--- config.mk ---
export PLATFORM = sky130hd
export DESIGN_NAME = ysyx_23060124_mem_stage
export DESIGN_NICKNAME = d
export VERILOG_FILES = /design/src/rtl/ysyx_23060124_mem_stage.sv
export SDC_FILE = /design/constraint.sdc
export NUM_CORES = 1
export LEC_CHECK = 0
export BUFFER_PORTS_ARGS = -buffer_cell sky130_fd_sc_hd__buf_2
export CORE_ASPECT_RATIO = 0.6
export CORE_MARGIN = 10
export CORE_UTILIZATION = 40
export DETAILED_ROUTE_END_ITERATION = 6
export GPL_ROUTABILITY_DRIVEN = 0
export PLACE_DENSITY = 0.7
export SLEW_MARGIN = 30
export SYNTH_ARGS = -nofsm -noshare
export SYNTH_HDL_FRONTEND = slang
export SYNTH_SLANG_ARGS = --single-unit
--- constraint.sdc ---
create_clock -name clk -period 4.2 [get_ports clk]
set_input_delay 0.42 -clock clk [delete_from_list [all_inputs] [get_ports clk]]
set_output_delay 0.42 -clock clk [all_outputs]
set_load 0.01 [all_outputs]
--- src/rtl/ysyx_23060124_mem_stage.sv ---
// ysyx_23060124_mem_stage: memory/writeback stage behind the EXU.
// Define YSYX_23060124_MISALIGN_TRAP_EN to fault misaligned H/W accesses.
module ysyx_23060124_mem_stage #(
    parameter int ISA_WIDTH = 32,
    parameter int OPT_WIDTH = 4
) (
    input  logic                 clk,
    input  logic                 i_rst,
    input  logic                 i_valid,
    output logic                 o_ready,
    input  logic [ISA_WIDTH-1:0] i_res,
    input  logic [ISA_WIDTH-1:0] i_src2,
    input  logic [OPT_WIDTH-1:0] i_load_opt,
    input  logic [OPT_WIDTH-1:0] i_store_opt,
    input  logic [4:0]           i_rd,
    input  logic                 i_wen,
    output logic                 o_mem_req,
    output logic                 o_mem_we,
    output logic [ISA_WIDTH-1:0] o_mem_addr,
    output logic [ISA_WIDTH-1:0] o_mem_wdata,
    output logic [3:0]           o_mem_wstrb,
    input  logic                 i_mem_gnt,
    input  logic                 i_mem_rvalid,
    input  logic [ISA_WIDTH-1:0] i_mem_rdata,
    output logic                 o_wb_valid,
    output logic [4:0]           o_wb_rd,
    output logic [ISA_WIDTH-1:0] o_wb_data,
    output logic                 o_wb_wen,
    output logic                 o_fault
);
    typedef enum logic [1:0] {S_IDLE, S_REQ, S_WAIT, S_WB} state_t;

    state_t               state;
    state_t               state_nxt;
    logic                 accept;
    logic                 is_ld;
    logic                 is_st;
    logic                 is_mem;
    logic                 sext_in;
    logic [1:0]           size_in;
    logic                 misalign;
    logic [ISA_WIDTH-1:0] res_q;
    logic [ISA_WIDTH-1:0] src2_q;
    logic [ISA_WIDTH-1:0] data_q;
    logic [4:0]           rd_q;
    logic [1:0]           size_q;
    logic                 sext_q;
    logic                 ld_q;
    logic                 st_q;
    logic                 wen_q;
    logic [4:0]           ld_sh;
    logic [ISA_WIDTH-1:0] ld_word;
    logic [ISA_WIDTH-1:0] ld_data;
    logic [ISA_WIDTH-1:0] st_data;
    logic [3:0]           st_strb;

    assign accept = i_valid & (state == S_IDLE);
    assign is_mem = is_ld | is_st;

    // size: 0 byte, 1 half, 2 word; loads win over stores
    always_comb begin
        is_ld   = 1'b0;
        is_st   = 1'b0;
        sext_in = 1'b0;
        size_in = 2'd2;
        case (i_load_opt)
            OPT_WIDTH'(1): begin is_ld = 1'b1; size_in = 2'd0; sext_in = 1'b1; end
            OPT_WIDTH'(2): begin is_ld = 1'b1; size_in = 2'd1; sext_in = 1'b1; end
            OPT_WIDTH'(3): begin is_ld = 1'b1; size_in = 2'd2; end
            OPT_WIDTH'(4): begin is_ld = 1'b1; size_in = 2'd0; end
            OPT_WIDTH'(5): begin is_ld = 1'b1; size_in = 2'd1; end
            default: begin
                case (i_store_opt)
                    OPT_WIDTH'(1): begin is_st = 1'b1; size_in = 2'd0; end
                    OPT_WIDTH'(2): begin is_st = 1'b1; size_in = 2'd1; end
                    OPT_WIDTH'(3): begin is_st = 1'b1; size_in = 2'd2; end
                    default: ;
                endcase
            end
        endcase
    end

`ifdef YSYX_23060124_MISALIGN_TRAP_EN
    logic fault_q;

    assign misalign = is_mem & (((size_in == 2'd1) & i_res[0]) |
                                ((size_in == 2'd2) & (|i_res[1:0])));

    always_ff @(posedge clk) begin
        if (i_rst)       fault_q <= 1'b0;
        else if (accept) fault_q <= misalign;
    end
`else
    assign misalign = 1'b0;
`endif

    always_ff @(posedge clk) begin
        if (i_rst) state <= S_IDLE;
        else       state <= state_nxt;
    end

    always_comb begin
        state_nxt = state;
        unique case (state)
            S_IDLE:  if (accept) state_nxt = (is_mem & ~misalign) ? S_REQ : S_WB;
            S_REQ:   if (i_mem_gnt) state_nxt = S_WAIT;
            S_WAIT:  if (i_mem_rvalid) state_nxt = S_WB;
            S_WB:    state_nxt = S_IDLE;
            default: state_nxt = S_IDLE;
        endcase
    end

    // halfword uses a[1] only, word never shifts
    always_comb begin
        case (size_q)
            2'd0:    ld_sh = {res_q[1:0], 3'b000};
            2'd1:    ld_sh = {res_q[1], 4'b0000};
            default: ld_sh = 5'd0;
        endcase
        ld_word = i_mem_rdata >> ld_sh;
        case (size_q)
            2'd0:    ld_data = {{(ISA_WIDTH-8){sext_q & ld_word[7]}}, ld_word[7:0]};
            2'd1:    ld_data = {{(ISA_WIDTH-16){sext_q & ld_word[15]}}, ld_word[15:0]};
            default: ld_data = ld_word;
        endcase
    end

    always_comb begin
        case (size_q)
            2'd0: begin
                st_strb = 4'b0001 << res_q[1:0];
                st_data = {4{src2_q[7:0]}};
            end
            2'd1: begin
                st_strb = 4'b0011 << {res_q[1], 1'b0};
                st_data = {2{src2_q[15:0]}};
            end
            default: begin
                st_strb = 4'hF;
                st_data = src2_q;
            end
        endcase
        if (!st_q) st_strb = 4'h0;
    end

    always_ff @(posedge clk) begin
        if (i_rst) begin
            res_q  <= '0;
            src2_q <= '0;
            data_q <= '0;
            rd_q   <= '0;
            size_q <= '0;
            sext_q <= 1'b0;
            ld_q   <= 1'b0;
            st_q   <= 1'b0;
            wen_q  <= 1'b0;
        end else if (accept) begin
            res_q  <= i_res;
            src2_q <= i_src2;
            data_q <= i_res;
            rd_q   <= i_rd;
            size_q <= size_in;
            sext_q <= sext_in;
            ld_q   <= is_ld;
            st_q   <= is_st;
            wen_q  <= i_wen & (|i_rd) & ~is_st & ~misalign;
        end else if ((state == S_WAIT) && i_mem_rvalid && ld_q) begin
            data_q <= ld_data;
        end
    end

    always_comb begin
        o_ready     = (state == S_IDLE);
        o_mem_req   = (state == S_REQ);
        o_mem_we    = (state == S_REQ) & st_q;
        o_mem_addr  = {res_q[ISA_WIDTH-1:2], 2'b00};
        o_mem_wdata = st_data;
        o_mem_wstrb = st_strb;
        o_wb_valid  = (state == S_WB);
        o_wb_rd     = rd_q;
        o_wb_data   = data_q;
        o_wb_wen    = (state == S_WB) & wen_q;
`ifdef YSYX_23060124_MISALIGN_TRAP_EN
        o_fault     = (state == S_WB) & fault_q;
`else
        o_fault     = 1'b0;
`endif
    end
endmodule

==> results.tsv <==
stage	metric	value	unit
logic_synthesis	synthesis warning total	0	
status	outcome	finished clean	
logic_synthesis	Seq cells post-synth	109	
sta	Setup Skew	0.00861	ns
layout	Filler cells	1447	
layout	final std cells w/o fill	1058	
routing	DRT antenna net count	0	
placement	post-place setup slack	1.60	ns
global_routing	first-pass GRT wire length	29700	um
routing	wirelength, routed	19700	um
min_path	HP Start	i_src2[10]	
layout	layout cell share with drive strength beyond 1	32.3	%
layout	Ant. Diodes	0	
sta	# setup viols final	0	
placement	dpl hpwl	15000	um
sta	max_slew headroom	37.7	%
logic_synthesis	share of the synthesized area in the top cell type	38.0	%
cts	Num CTS Buffers	9	
sta	crit path time final	2.91	ns
logic_synthesis	EDFF count, synth	0	
placement	IO buf count	222	
layout	multi-input logic area	2910	um^2
cts	# clock sinks	109	
layout	Finished Cell Area	6790	um^2
cts	clock slew seen by the registers of the worst setup and hold paths	0.07	ns
logic_synthesis	mapped cell area	5740	um^2
global_routing	initial antenna violation count	1	
logic_synthesis	Primary FF master, synth	dfxtp_1	
sta	Final Hold Fails	0	
routing	DRT iter0 DRCs	490	
worst_setup_path	critical path type	reg2out	
worst_setup_path	crit path max fanout	22	
floorplan	DIE HEIGHT	113	um
cts	CTS root buffer	clkbuf_16	
logic_synthesis	dominant cell type by area after synthesis	dfxtp_1	
worst_setup_path	Critical Path AT	2.49	ns
floorplan	core area	13900	um^2
layout	fin nets	980	
layout	Seq. cell area	2180	um^2
routing	First-pass DRT Iterations	5	
sta	Slew Limit Fails	0	
cts	TritonCTS clock tree	built	
floorplan	die width	175	um
global_routing	GRT Util Overall	18.6	%
logic_synthesis	Synth Instances	717	
worst_setup_path	Required @ worst endpoint	3.78	ns
global_routing	remaining global-route overflow	0	
logic_synthesis	most frequent cell after synthesis	nand2_1	
worst_setup_path	r2r setup slk	1.55	ns
routing	wire per inst	18.6	um
logic_synthesis	post-synthesis sequential area ratio	38.0	%
routing	Vias/cell	5.28	
min_path	Hold Path Cell Cnt	3	
floorplan	IO Pins	226	
logic_synthesis	Synth area leaders	dfxtp_1 38%, nand2_1 12%, a21oi_1 10%, buf_4 5.4%, mux2_2 3.1%	
worst_setup_path	Startpoint Class	register	
placement	Placed Cells	1042	
floorplan	DIE AREA	19700	um^2
power_and_ir_drop	Worst IR Drop VDD	245	uV
routing	Vias	5586	
routing	# DRC	0	
worst_setup_path	reg2reg path depth	6	
global_routing	vias in the first global route	5206	
min_path	Hold WC Path Type	in2reg	
floorplan	Site Rows	33	
layout	Area growth syn-to-layout	18.3	%
sta	worst setup margin	1.29	ns
placement	Placed Area	6520	um^2
min_path	worst hold endpoint	src2_q[10]	
logic_synthesis	asr flop ratio synth	0	%
sta	TNS Setup	0	ns
sta	RSZ-0062 raised after global routing	false	
power_and_ir_drop	LEAKAGE	3.02	nW
global_routing	largest net degree at the start of global routing	75	
worst_setup_path	Reg-to-Reg End	o_wb_data[30]	
power_and_ir_drop	power density over the cells	548	nW/um^2
sta	Least-Margin Pin Slew	0.931	ns
cts	clk_lat worst skew	0.35	ns
worst_setup_path	crit end category	output pin	
cts	clk buf depth	2	
cts	Post-CTS Setup Repair Bufs	0	
worst_setup_path	Critical R2R Launch	size_q[0]	
sta	final period utilization	69.2	%
logic_synthesis	Distinct cells, synth	56	
sta	Max Clk Rate	344	MHz
logic_synthesis	Avg Cell Area, Syn	8.01	um^2
floorplan	Starting Density	41.4	%
job	max_cap viols	0	
cts	Post-CTS Hold Buffers	0	
cts	CTS H-tree lvls	3	
cts	Gates resized, CTS repair	0	
logic_synthesis	top cells by count, synth	184 x nand2_1, 119 x a21oi_1, 109 x dfxtp_1	
power breakdown:
group | total [mW] | switching [mW] | internal [mW]
Sequential | 1.41 | 0.168 | 1.24
Combinational | 1.51 | 0.950 | 0.555
Clock | 0.805 | 0.385 | 0.420
Total | 3.72 | 1.50 | 2.22
how the worst max path moves through the flow:
stage / start / end / cells past startpoint
2_1_floorplan: size_q[1] / o_mem_wdata[24] / 6
3_5_place_dp: size_q[0] / o_wb_data[24] / 6
3_3_place_gp: state[0] / o_wb_data[22] / 6
5_1_grt: size_q[0] / o_mem_wdata[8] / 4
4_1_cts: size_q[0] / o_mem_wdata[9] / 4
6_report: size_q[0] / o_mem_wdata[9] / 4
layout make-up:
class / count / share of cell area (%)
sequential: 109 / 32.2
clock buffer: 13 / 3.68
clock inverter: 3 / 0.313
inverter: 8 / 0.442
timing repair buffer: 228 / 17.1
tap: 192 / 3.54
multi-input combinational: 505 / 42.8
critical path: stages (launching register included):
cell     delay, ns
dfxtp_1       0.51
buf_4         0.33
nor2_1        0.73
mux2_2        0.43
buf_2         0.14
logic make-up after synthesis:
group / synth area share, %
multiplexers: 5.93
adder cells (fa/ha/maj): 0.871
AO/OA/AOI/OAI: 24.2
buffers and inverters: 11.7
AND/OR/NAND/NOR: 18.9
other: 0.0653
XOR/XNOR: 0.305
flip-flops: 38.0
flip-flops by register name (all words and copies together), names as in the netlist:
signal     cells
o_wb_data     32
res_q         32
src2_q        32
o_wb_rd        5
size_q         2
state          2
ld_q           1
sext_q         1
st_q           1
wen_q          1
placed cells by master, fill, tap and decap left out, types with 2 or more instances in the layout:
cell type	instances
buf_2	221
nand2_1	182
a21oi_1	119
dfxtp_1	107
nor2_1	30
o21ai_0	20
mux2_2	16
mux2i_1	16
o221ai_1	9
a311oi_2	9
clkbuf_16	9
inv_1	8
nor4bb_1	8
nor3_1	7
a311oi_1	7
a22oi_1	7
a21boi_0	7
o2bb2ai_1	7
o22ai_1	7
buf_4	7
nor2b_1	4
ha_1	4
nand2b_1	3
o21a_1	3
and2_1	3
nand3_1	3
conb_1	3
clkbuf_1	3
and2_2	2
o31ai_1	2
a211oi_1	2
a221oi_1	2
dfxtp_2	2
stage by stage:
step / total power [mW] / utilization, % / hold WS (ns)
finish: 3.72 / 49.0 / 0.306
global route: 3.97 / 49.0 / 0.307
global placement: 2.92 / 47.0 / 0.439
detailed placement: 2.94 / 47.0 / 0.444
floorplan: 2.51 / - / 0.432
CTS: 3.74 / 48.9 / 0.298
metal layers:
layer	vias up	GRT usage (%)	routed length [um]
met1	2619	26.8	9490
li1	2723	-	-
met4	2	3.09	130
met5	-	0	7
met3	12	6.04	1880
met2	230	26.5	8180
No activity file was read; power rests on OpenSTA's default activity.
